**src/rtl/store_narrow_unit.sv**
```systemverilog
// store_narrow_unit: narrows a 32-bit store to byte/halfword/word lanes,
// issues one word-aligned memory write over a valid/ack handshake and
// reports whether the value survives sign extension from the access size.
module store_narrow_unit #(
  parameter int unsigned ACK_TIMEOUT = 15
) (
  input  logic        clk,
  input  logic        reset_n,
  input  logic        req_valid,
  output logic        req_ready,
  input  logic [31:0] req_data,
  input  logic [1:0]  req_size,
  input  logic [31:0] req_addr,
  output logic        mem_valid,
  input  logic        mem_ack,
  output logic [31:0] mem_addr,
  output logic [31:0] mem_wdata,
  output logic [3:0]  mem_be,
  output logic        done,
  output logic        fits_signed,
  output logic        misaligned,
  output logic        timeout
);

  typedef enum logic [1:0] {IDLE, ISSUE, DONE, ERR} state_t;

  localparam logic [7:0] LIMIT = 8'(ACK_TIMEOUT - 1);

  state_t      state, state_nx;
  logic [31:0] addr_q, wdata_q;
  logic [3:0]  be_q;
  logic        fits_q;
  logic [7:0]  cnt;
  logic        tmo_q;

  logic        legal;
  logic [31:0] wdata_d;
  logic [3:0]  be_d;
  logic        fits_d;
  logic        limit_hit;

  assign limit_hit = (cnt == LIMIT);

  // Decode the incoming request into lanes, enables, fit flag and legality.
  always_comb begin
    wdata_d = req_data;
    be_d    = 4'b1111;
    fits_d  = 1'b1;
    legal   = 1'b1;
    case (req_size)
      2'b00: begin
        wdata_d = {4{req_data[7:0]}};
        be_d    = 4'b0001 << req_addr[1:0];
        fits_d  = (&req_data[31:7]) | ~(|req_data[31:7]);
      end
      2'b01: begin
        wdata_d = {2{req_data[15:0]}};
        be_d    = req_addr[1] ? 4'b1100 : 4'b0011;
        fits_d  = (&req_data[31:15]) | ~(|req_data[31:15]);
        legal   = ~req_addr[0];
      end
      2'b10: begin
        legal   = (req_addr[1:0] == 2'b00);
      end
      default: begin
        legal   = 1'b0;
      end
    endcase
  end

  // State register, request capture, ack-wait counter and timeout pulse.
  always_ff @(posedge clk) begin
    if (!reset_n) begin
      state   <= IDLE;
      cnt     <= '0;
      tmo_q   <= 1'b0;
      addr_q  <= '0;
      wdata_q <= '0;
      be_q    <= '0;
      fits_q  <= 1'b0;
    end else begin
      state <= state_nx;
      // Pulse lands in the IDLE cycle that follows the last unacked ISSUE cycle.
      tmo_q <= (state == ISSUE) && !mem_ack && limit_hit;
      if (state == IDLE && req_valid) begin
        addr_q  <= {req_addr[31:2], 2'b00};
        wdata_q <= wdata_d;
        be_q    <= be_d;
        fits_q  <= fits_d;
        cnt     <= '0;
      end else if (state == ISSUE && !mem_ack) begin
        cnt <= cnt + 8'd1;
      end
    end
  end

  // Next-state selection and state-decoded outputs.
  always_comb begin
    state_nx    = state;
    req_ready   = 1'b0;
    mem_valid   = 1'b0;
    done        = 1'b0;
    misaligned  = 1'b0;
    case (state)
      IDLE: begin
        req_ready = reset_n;
        if (req_valid) state_nx = legal ? ISSUE : ERR;
      end
      ISSUE: begin
        mem_valid = 1'b1;
        if (mem_ack)        state_nx = DONE;
        else if (limit_hit) state_nx = IDLE;
      end
      DONE: begin
        done     = 1'b1;
        state_nx = IDLE;
      end
      default: begin
        misaligned = 1'b1;
        state_nx   = IDLE;
      end
    endcase
    mem_addr    = mem_valid ? addr_q  : '0;
    mem_wdata   = mem_valid ? wdata_q : '0;
    mem_be      = mem_valid ? be_q    : '0;
    fits_signed = done & fits_q;
    timeout     = tmo_q;
  end

endmodule

```
**config.mk**
```make
export PLATFORM = sky130hd
export DESIGN_NAME = store_narrow_unit
export DESIGN_NICKNAME = d
export VERILOG_FILES = /design/src/rtl/store_narrow_unit.sv
export SDC_FILE = /design/constraint.sdc
export NUM_CORES = 1
export LEC_CHECK = 0
export CORE_MARGIN = 2
export CORE_UTILIZATION = 35
export CTS_CLUSTER_DIAMETER = 100
export DETAILED_ROUTE_END_ITERATION = 8
export HOLD_SLACK_MARGIN = 0.03
export PLACE_DENSITY = 0.65
export SLEW_MARGIN = 5
export SYNTH_ARGS = -nofsm -noshare
export SYNTH_HDL_FRONTEND = slang
export SYNTH_SLANG_ARGS = --single-unit
```
**constraint.sdc**
```tcl
create_clock -name clk -period 3.85 [get_ports clk]
set_input_delay 0.77 -clock clk [delete_from_list [all_inputs] [get_ports clk]]
set_output_delay 0.77 -clock clk [all_outputs]
set_load 0.1 [all_outputs]
```
**Word level (Yosys, flattened, before mapping)**

Cells that the tools add are included.

- $add $sub $neg: 1
- Reduce and logical (&&, ||, !) cells: 14
- Shifts and indexed selects: 1
- Bitwise operators: 7
- Multiplexer cells: 17
- Eq/ne operators: 7

Operators by type and width:

| kind | count |
|---|---|
| 32-bit two-way mux | 2 |
| 32-bit one-hot mux with 2 select lines | 1 |
| 25-bit AND reduction | 1 |
| 25-bit OR reduction | 1 |
| 17-bit AND reduction | 1 |
| 17-bit OR reduction | 1 |
| 8-bit by 1-bit adder with 8-bit output (second input constant) | 1 |
| 8-bit by 4-bit == test with 1-bit output (second input constant) | 1 |
| 2-bit two-way mux | 4 |
| 4-bit two-way mux | 2 |
| 4-bit one-hot mux with 2 select lines | 1 |
| 2-bit zero test | 3 |
| 2-bit by 1-bit == test with 1-bit output (second input constant) | 2 |
| 2-bit == test (second input constant) | 2 |
| 1-bit two-way mux | 4 |
| 1-bit inverter | 4 |
| 2-bit one-hot mux with 2 select lines | 1 |
| 1-bit by 2-bit left shift with 4-bit output (first input constant) | 1 |
| 1-bit logical AND | 3 |
| 3-bit != test (second input constant) | 1 |
| 1-bit one-hot mux with 3 select lines | 1 |
| 3-bit OR reduction | 1 |
| 2-bit != test (second input constant) | 1 |
| 1-bit bitwise OR | 2 |
| other kinds (5) | 5 |

- Output and inout port bits: 74
- Logic and storage cells: 54
- Bits in registers: 78
- Bits of input ports: 70

**Logic depth before layout (Yosys ltp)**

Gate-level depths: netlist of the first run.

- Depth in word-level cells: 5
- Gate-level depth with buffers: 6
- Gate-level depth less buffers: 5

**Worst setup path after synthesis of the first run**

OpenSTA, ideal clock, no wires.

- Kind: register to output
- Start point: register state[1]
- End point: output mem_be[0]
- Stages on the path, launching flop included: 4
- Setup slack: 0.651 ns
- Arrival time: 2.429 ns
- Data required time: 3.080 ns
- Cell sequence: dfxtp_1 > and2b_2 > clkbuf_1 > and2_1

- Word-level cells in the longest chain between the ends: 3

RTL lines:

| item | RTL line | source |
|---|---|---|
| start: declaration | 29 | `state_t state, state_nx;` |
| start signal: assignment | 82 | `state <= state_nx;` |
| 2-bit by 1-bit == test with 1-bit output | 104 | `case (state)` |
| 1-bit two-way mux | 104 |  |
| named net mem_valid | 14 | `output logic mem_valid,` |
| 4-bit two-way mux | 125 | `mem_be = mem_valid ? be_q : '0;` |
| end: declaration | 18 | `output logic [3:0] mem_be,` |

The timed path passes the listed nets, and every way through them passes these cells.

**Worst setup path after layout of the first run**

- Start point: register state[1]
- End point: output mem_wdata[23]

- Word-level cells in the longest chain between the ends: 3

RTL lines:

| item | RTL line | source |
|---|---|---|
| 2-bit by 1-bit == test with 1-bit output | 104 |  |
| 1-bit two-way mux | 104 |  |
| 32-bit two-way mux | 124 | `mem_wdata = mem_valid ? wdata_q : '0;` |
| end: declaration | 17 | `output logic [31:0] mem_wdata,` |

No other way between the ends.

==> results.cfg, run 1 <==
[sta]
rsz0062_at_grt = no
fin_skew_ns = 0.01121
worst_slew_pin_slew_ns = 0.9896
period_share = 0.7598
period_needed_ns = 2.925
slew_viol_final = 0
hold_ws_ns = 0.4601
finalSetupViolCount = 0
worst_slack_ns = 0.9248
fmax_mhz = 341.9
hold_violations = 0
setup_tns_ns = 0
max_slew_margin = 0.3382

[floorplan]
io_pins = 144
initial_core_util = 0.3593
coreArea_um2 = 10890
die_area_um2 = 12040
dieHeight_um = 109.7
die_w_um = 109.7
num_rows = 38

[pwr]
p_switching_mw = 0.6813
p_leak_nw = 2.366
sw_frac_of_total = 0.3239
p_comb_frac = 0.244
intPower_mw = 1.422
total_power_mw = 2.103
p_clk_frac = 0.331
seqPwrFrac = 0.425
p_per_area_nw_per_um2 = 387.1
ir_drop_mv = 0.2114

[critical_path]
arrival_ns = 2.16
cp.required_ns = 3.08
cp_slowest_cell = and2b_2
cp_slowest_stage_delay_ns = 0.86
r2r_slack_ns = 1.94
critPathLaunchType = flop
crit_chain = and2b_2, and2_1, buf_4
crit_fanout = 68
end_kind = output port
critPathKind = flop to output port

[global_routing]
first_global_vias = 3550
grt_start_max_net_pins = 69
grt_pass1_wl_um = 17280
grt_overflow_total = 0
antenna_found_initial = 0
grt_usage = 0.1862

[synthesis]
syn-instance-count = 481
syn_area_per_cell_um2 = 8.134
synth_edf_count = 0
synthArstFlopShare = 0
ys_seq_area_frac = 0.3991
yosysUniqueCellTypes = 38
synth_seq_cells = 78
yosysWarnings = 0
synth_area_um2 = 3913
ys.flop_type = dfxtp_1

[cts]
clockBufferDepth = 2
clkSlewWorstSetupHoldPaths_ns = 0.08
clk_latency_ns = 0.36
clkSinkCount = 78
cts_root_buffer = clkbuf_8
numCtsBuffers = 9
cts_setup_buffers = 0
cts-resized-gates = 0
cts_hold_buffers = 0
htree_num_levels = 3
cts_tree = built

[routing]
drtAntennaViolNets = 0
initialDrtViolationCount = 180
routed_wl_um = 10920
vias = 3693
wire_per_inst_um = 14.60
avgViaCountPerCell = 4.937
first_pass_iters = 5
drc = 0

[finish]
n_antenna_cell = 0
fin_cells = 748
drive_gt1_frac = 0.1694
final_nets = 675
area_growth_pct = 38.89
fin_util = 0.4991
final_common_cell = nand2_1
final_cell_mix = nand2_1 (116), dfxtp_1 (78), buf_4 (76), clkdlybuf4s50_1 (70), and2_1 (69)
design_area_um2 = 5434

[min_path]
hp-class = flop to flop

[run_status]
status = completed

[run]
maxCapViolations = 0

[place]
place_inst = 732
gp_congestion = 0.8864
hpwl_um = 7737
place_ws_ns = 1.259
portBuffers = 141
place_area_um2 = 5210
==> metal layers <==
metal / global-route usage / part of all wire
met5: 0 / 0
met4: 0.07595 / 0.017
met3: 0.04861 / 0.080
met2: 0.3034 / 0.45
met1: 0.2333 / 0.45
==> state kept, by name, indices dropped and copies added, names as in the netlist <==
signal   flops
wdata_q     32
cnt          8
timeout      1
state        2
addr_q      30
fits_q       1
be_q         4
==> critical path, delay by kind of cell (launching register included) <==
kind	cells	cell delay, ns
buf+inv	1	0.29
flops	1	0.37
simple gates	2	1.11
==> cells by family (layout without fill, tap and decap cells) <==
group | count (synthesis) | in the layout | share of synthesized area
AND/OR/NAND/NOR | 241 | 241 | 0.3054
AO/OA/AOI/OAI | 96 | 96 | 0.1832
flip-flops | 78 | 78 | 0.3991
buffers and inverters | 40 | 166 | 0.04829
multiplexers | 16 | 16 | 0.04093
XOR/XNOR | 7 | 7 | 0.01567
adder cells (fa/ha/maj) | 2 | 2 | 0.006395
other | 1 | 2 | 0.0009585
==> synthesized netlist by cell type (all sizes together) (2+ instances only) <==
cell,number,area share
nand2,117,0.11
ha,2,0.0064
a21oi,3,0.0038
nand3,14,0.018
inv,2,0.0019
nor2,15,0.016
nor4,7,0.011
nand2b,2,0.0032
and2b,2,0.0045
clkbuf,21,0.020
nor3,2,0.0026
dfxtp,78,0.40
buf,17,0.026
and2,71,0.11
a31oi,4,0.0064
o21ai,13,0.017
o211ai,8,0.015
xor2,6,0.013
mux2i,16,0.041
and3,2,0.0045
o31ai,2,0.0038
o211a,16,0.041
a21boi,47,0.090
nand4,6,0.011
==> power by group through the flow <==
| stage | Clock (mW) | Combinational, mW | Sequential, mW |
|---|---|---|---|
| after floorplan | 0 | 0.354 | 0.903 |
| after global placement | 0 | 0.512 | 0.910 |
| after detailed placement | 0 | 0.517 | 0.912 |
| after CTS | 0.719 | 0.518 | 0.893 |
| after global routing | 0.749 | 0.554 | 0.901 |
| final | 0.697 | 0.513 | 0.893 |
==> path summary, 6_finish.rpt <==
kind / start / endpoint / cells past startpoint
max: state[1]$_SDFFE_PN0P_ / mem_wdata[23] / 3
min: wdata_q[2]$_SDFFE_PN0P_ / wdata_q[2]$_SDFFE_PN0P_ / 2
max reg2reg: state[1]$_SDFFE_PN0P_ / wdata_q[10]$_SDFFE_PN0P_ / 5
min reg2reg: wdata_q[2]$_SDFFE_PN0P_ / wdata_q[2]$_SDFFE_PN0P_ / 2
==> layout make-up <==
| class | count | area (um2) |
|---|---|---|
| fillers | 1044 | 5454 |
| multi-input cells | 364 | 2170 |
| flip-flops and latches | 78 | 1562 |
| repair buffers | 148 | 1296 |
| well taps | 140 | 175.2 |
| clock buffers | 11 | 141.4 |
| clock inverters | 5 | 82.58 |
| inverters | 2 | 7.507 |
Power figures use the tool's default switching activity.
==> run 2, diff against run 1 <==
==> constraint.sdc (replaced) <==
create_clock -name clk -period 2.8 [get_ports clk]
set_input_delay 0.56 -clock clk [delete_from_list [all_inputs] [get_ports clk]]
set_output_delay 0.56 -clock clk [all_outputs]
set_load 0.1 [all_outputs]
==> results.cfg, run 2 (synthesis results as in run 1) <==
[run_status]
status = completed

[critical_path]
arrival_ns = 1.88
crit_chain = and2b_2, buf_12, and2_1, buf_12
cp.required_ns = 2.24
crit_fanout = 42
critPathLaunchType = flop
r2r_slack_ns = 1.13
r2r-start = state[1]$_SDFFE_PN0P_
end_kind = output port
cp_slowest_stage_delay_ns = 0.50
cp_slowest_cell = and2b_2
r2r_cells = 4
critPathKind = flop to output port
r2r-end = cnt[1]$_SDFFE_PP0P_
cp_common_cell = buf_12

[routing]
drc = 0
drtAntennaViolNets = 0
wire_per_inst_um = 15.02
initialDrtViolationCount = 136
routed_wl_um = 11240
first_pass_iters = 5
vias = 3762
avgViaCountPerCell = 5.029

[place]
place_ws_ns = 0.6091
gp_congestion = 0.9348
portBuffers = 141
hpwl_um = 8307

[sta]
fin_skew_ns = 0.01263
setup_tns_ns = 0
hold_violations = 0
period_needed_ns = 2.440
finalSetupViolCount = 0
fmax_mhz = 409.9
rsz0062_at_grt = no
worst_slew_pin_slew_ns = 0.5939
period_share = 0.8714
slew_viol_final = 0
worst_slack_ns = 0.3601
max_slew_margin = 0.6026

[min_path]
worst_hold_startpoint = addr_q[17]$_SDFFE_PN0P_
hold_end = addr_q[17]$_SDFFE_PN0P_
min_delay_path_depth = 2
hp-class = flop to flop

[finish]
drive_gt1_frac = 0.1711
largestRegisters = wdata_q x32, addr_q x30, cnt x8
final_nets = 676
top_register = wdata_q
final_cell_mix = nand2_1 (116), dfxtp_1 (78), buf_12 (70), and2_1 (69), clkdlybuf4s50_1 (68)
area_growth_pct = 60.51
largest_register_ffs = 32
fin_util = 0.5768
final_common_cell = nand2_1
n_antenna_cell = 0

[global_routing]
antenna_found_initial = 0
grt_pass1_wl_um = 18300
grt_overflow_total = 0
grt_start_max_net_pins = 50
first_global_vias = 3837
grt_usage = 0.1928

[cts]
htree_num_levels = 3
cts_hold_buffers = 0
clkSlewWorstSetupHoldPaths_ns = 0.07
clkSinkCount = 78
cts-resized-gates = 0
numCtsBuffers = 9
clockBufferDepth = 2
cts_setup_buffers = 0
cts_tree = built
cts_root_buffer = clkbuf_8
clk_latency_ns = 0.35

[run]
maxCapViolations = 0

[floorplan]
die_area_um2 = 12040
dieHeight_um = 109.7
initial_core_util = 0.3593
coreArea_um2 = 10890
num_rows = 38
die_w_um = 109.7
io_pins = 144

[pwr]
p_leak_nw = 2.566
ir_drop_mv = 0.2659
p_per_area_nw_per_um2 = 465.7
## run 2: changes by cell type in the layout (fill, tap and decap cells not counted), sizes merged
cell / previous run / this run
clkinv: 0 / 1
clkinvlp: 3 / 1
clkdlybuf4s50: 70 / 68
buf: 78 / 81
## run 2: worst max-delay path, delay by kind of cell, from the launching register on
family                 cells  cell delay, ns
and+or+nand+nor            2            0.73
DFF                        1            0.36
buffers and inverters      2            0.45
## run 2: per-layer routing
metal  vias up  global-route usage  wire length (um)
met5         -                   0                 0
met2       151              0.3280              5272
met1      1735              0.2334              4917
li1       1854                   -                 -
met3        22             0.04564               811
met4         0             0.07776               233
## run 2: how the worst max path moves through the flow
stage	start	to	slack (ns)	depth (start not counted)
CTS	state[1]$_SDFFE_PN0P_	mem_wdata[24]	0.33	4
finish	state[1]$_SDFFE_PN0P_	mem_wdata[8]	0.36	4
global route	state[1]$_SDFFE_PN0P_	mem_be[2]	0.23	4
floorplan	state[1]$_SDFFE_PN0P_	mem_be[0]	0.31	3
detailed placement	req_valid	cnt[1]$_SDFFE_PP0P_	0.61	4
global placement	req_valid	cnt[1]$_SDFFE_PP0P_	0.68	4
## run 2: layout make-up
class	instances	area, um2
tap	140	175.2
clock buffer	11	131.4
clock inverter	4	72.57
multi-input combinational	364	2170
inverter	2	7.507
sequential	78	1562
fill	960	4608
timing repair buffer	149	2162
## run 2: stage by stage
| step | std cells | power [mW] | hold slack, ns | instance area, um2 |
|---|---|---|---|---|
| finish | 748 | 2.924 | 0.4596 | 6280 |
| global route | 748 | 3.060 | 0.4827 | 6280 |
| CTS | 748 | 2.958 | 0.4638 | 6280 |
| detailed placement | 733 | 2.054 | 0.4541 | 6076 |
| global placement | 733 | 2.042 | 0.4465 | 6076 |
| floorplan | 482 | 1.729 | 0.4373 | 3918 |
## run 2: power breakdown
| group | switching (mW) | leakage, nW | internal, mW |
|---|---|---|---|
| Combinational | 0.486 | 1.83 | 0.314 |
| Clock | 0.401 | 0.0994 | 0.497 |
| Sequential | 0.0375 | 0.641 | 1.19 |
==> run 3, diff against run 2 <==
--- a/config.mk
+++ b/config.mk
@@ -6,11 +6,11 @@
 export NUM_CORES = 1
 export LEC_CHECK = 0
 export CORE_MARGIN = 2
-export CORE_UTILIZATION = 35
+export CORE_UTILIZATION = 45
 export CTS_CLUSTER_DIAMETER = 100
 export DETAILED_ROUTE_END_ITERATION = 8
 export HOLD_SLACK_MARGIN = 0.03
-export PLACE_DENSITY = 0.65
+export PLACE_DENSITY = 0.81
 export SLEW_MARGIN = 5
 export SYNTH_ARGS = -nofsm -noshare
 export SYNTH_HDL_FRONTEND = slang
==> results.cfg, run 3 (synthesis results as in run 1) <==
[sta]
fin_skew_ns = 0.007981
hold_violations = 0
period_share = 0.8541
setup_tns_ns = 0
slew_viol_final = 0
worst_slew_pin_slew_ns = 0.6434
fmax_mhz = 418.1
period_needed_ns = 2.392
max_slew_margin = 0.5711
rsz0062_at_grt = no
finalSetupViolCount = 0

[floorplan]
dieHeight_um = 97.25
initial_core_util = 0.4553
die_w_um = 97.25
num_rows = 34
io_pins = 144
coreArea_um2 = 8593
die_area_um2 = 9457

[global_routing]
first_global_vias = 3745
top_usage_layer = met2
use_met1 = 0.2788
grt_use_met2 = 0.3969
grt_start_max_net_pins = 74
grt_overflow_total = 0
antenna_found_initial = 0
grt_use_met3 = 0.06403
grt_pass1_wl_um = 18000
grt_usage = 0.2317

[critical_path]
crit_chain = and2b_2, buf_12, and2_1, buf_12
r2r-end = state[1]$_SDFFE_PN0P_
cp.required_ns = 2.24
r2r-start = state[1]$_SDFFE_PN0P_
cp_slowest_stage_delay_ns = 0.45
timing.critical_path.buf_inv = 2
cp_slowest_cell = and2b_2
crit_fanout = 50
r2r_slack_ns = 1.02
critPathKind = flop to output port
critPathLaunchType = flop
end_kind = output port
critical-path-top-delay-family = simple AND/OR/NAND/NOR gates
r2r_cells = 5
cp_common_cell = buf_12
arrival_ns = 1.83

[cts]
cts-resized-gates = 0
cts_setup_buffers = 0
htree_num_levels = 3
cts_tree = built
cts_hold_buffers = 0
clockBufferDepth = 2
clk_latency_ns = 0.34
clkSlewWorstSetupHoldPaths_ns = 0.07
clkSinkCount = 78
numCtsBuffers = 9
cts_root_buffer = clkbuf_8

[routing]
vias = 3864
routed_wl_um = 11150
drc = 0
initialDrtViolationCount = 185
wire_per_inst_um = 15.57
drtAntennaViolNets = 0
avgViaCountPerCell = 5.397
first_pass_iters = 5

[pwr]
p_per_area_nw_per_um2 = 471.5
p_leak_nw = 2.571
ir_drop_mv = 0.2629

[place]
place_inst = 700
hpwl_um = 7971
gp_congestion = 0.9021
portBuffers = 141

[finish]
largest_register_ffs = 32
n_antenna_cell = 0
fillers = 612
final_nets = 675
largestRegisters = wdata_q x32, addr_q x30, cnt x8
final_cell_mix = nand2_1 (117), dfxtp_1 (78), buf_12 (70), and2_1 (69), clkdlybuf4s50_1 (68)
area_growth_pct = 59.51
multi_input_area_um2 = 2167
fin_cells = 716
regArea_um2 = 1562
top_register = wdata_q
drive_gt1_frac = 0.1694
final_common_cell = nand2_1

[run_status]
status = completed

[min_path]
hold_end = addr_q[25]$_SDFFE_PN0P_
worst_hold_startpoint = addr_q[25]$_SDFFE_PN0P_
hp-class = flop to flop
min_delay_path_depth = 2

[run]
maxCapViolations = 0
-- run 3: stage by stage --
step	util	cell area [um2]	total power [mW]	setup slack, ns	hold WS [ns]
global route	0.7263	6241	3.069	0.2818	0.4878
global placement	0.7012	6026	2.030	0.6106	0.4468
floorplan	-	3918	1.729	0.3127	0.4373
CTS	0.7263	6241	2.954	0.3858	0.4641
finish	0.7263	6241	2.942	0.4084	0.4612
detailed placement	0.7012	6026	2.048	0.5267	0.4540
-- run 3: cell type report --
class | count | area share
clock buffer | 12 | 0.02326
clock inverter | 4 | 0.01123
inverter | 2 | 0.001203
multi-input combinational | 364 | 0.3472
sequential | 78 | 0.2502
tap | 108 | 0.02165
timing repair buffer | 148 | 0.3452
-- run 3: worst register-to-register path: stages, from the launching register on --
cell	delay, ns
dfxtp_1	0.37
nor2_1	0.21
and2_2	0.40
buf_12	0.32
o221ai_1	0.23
a21boi_0	0.18
-- run 3: metal layers --
layer | up-vias | wire, um
met5 | - | 0
met4 | 0 | 350
met3 | 35 | 836
met2 | 182 | 5367
met1 | 1796 | 4592
li1 | 1851 | -
-- run 3: worst max path at each step --
stage | slack [ns] | end | startpoint | cells after the start
after CTS | 0.39 | mem_addr[28] | state[1]$_SDFFE_PN0P_ | 4
final | 0.41 | mem_be[1] | state[1]$_SDFFE_PN0P_ | 4
after detailed placement | 0.53 | wdata_q[29]$_SDFFE_PN0P_ | req_size[0] | 6
after global placement | 0.61 | wdata_q[26]$_SDFFE_PN0P_ | req_size[0] | 6
after floorplan | 0.31 | mem_be[0] | state[1]$_SDFFE_PN0P_ | 3
after global routing | 0.28 | mem_be[1] | state[1]$_SDFFE_PN0P_ | 4
-- run 3: power by group --
group	switching, mW	leakage, nW	internal (mW)
combinational	0.486	1.82	0.312
sequential	0.0390	0.641	1.19
clock	0.391	0.110	0.525
total	0.916	2.57	2.03
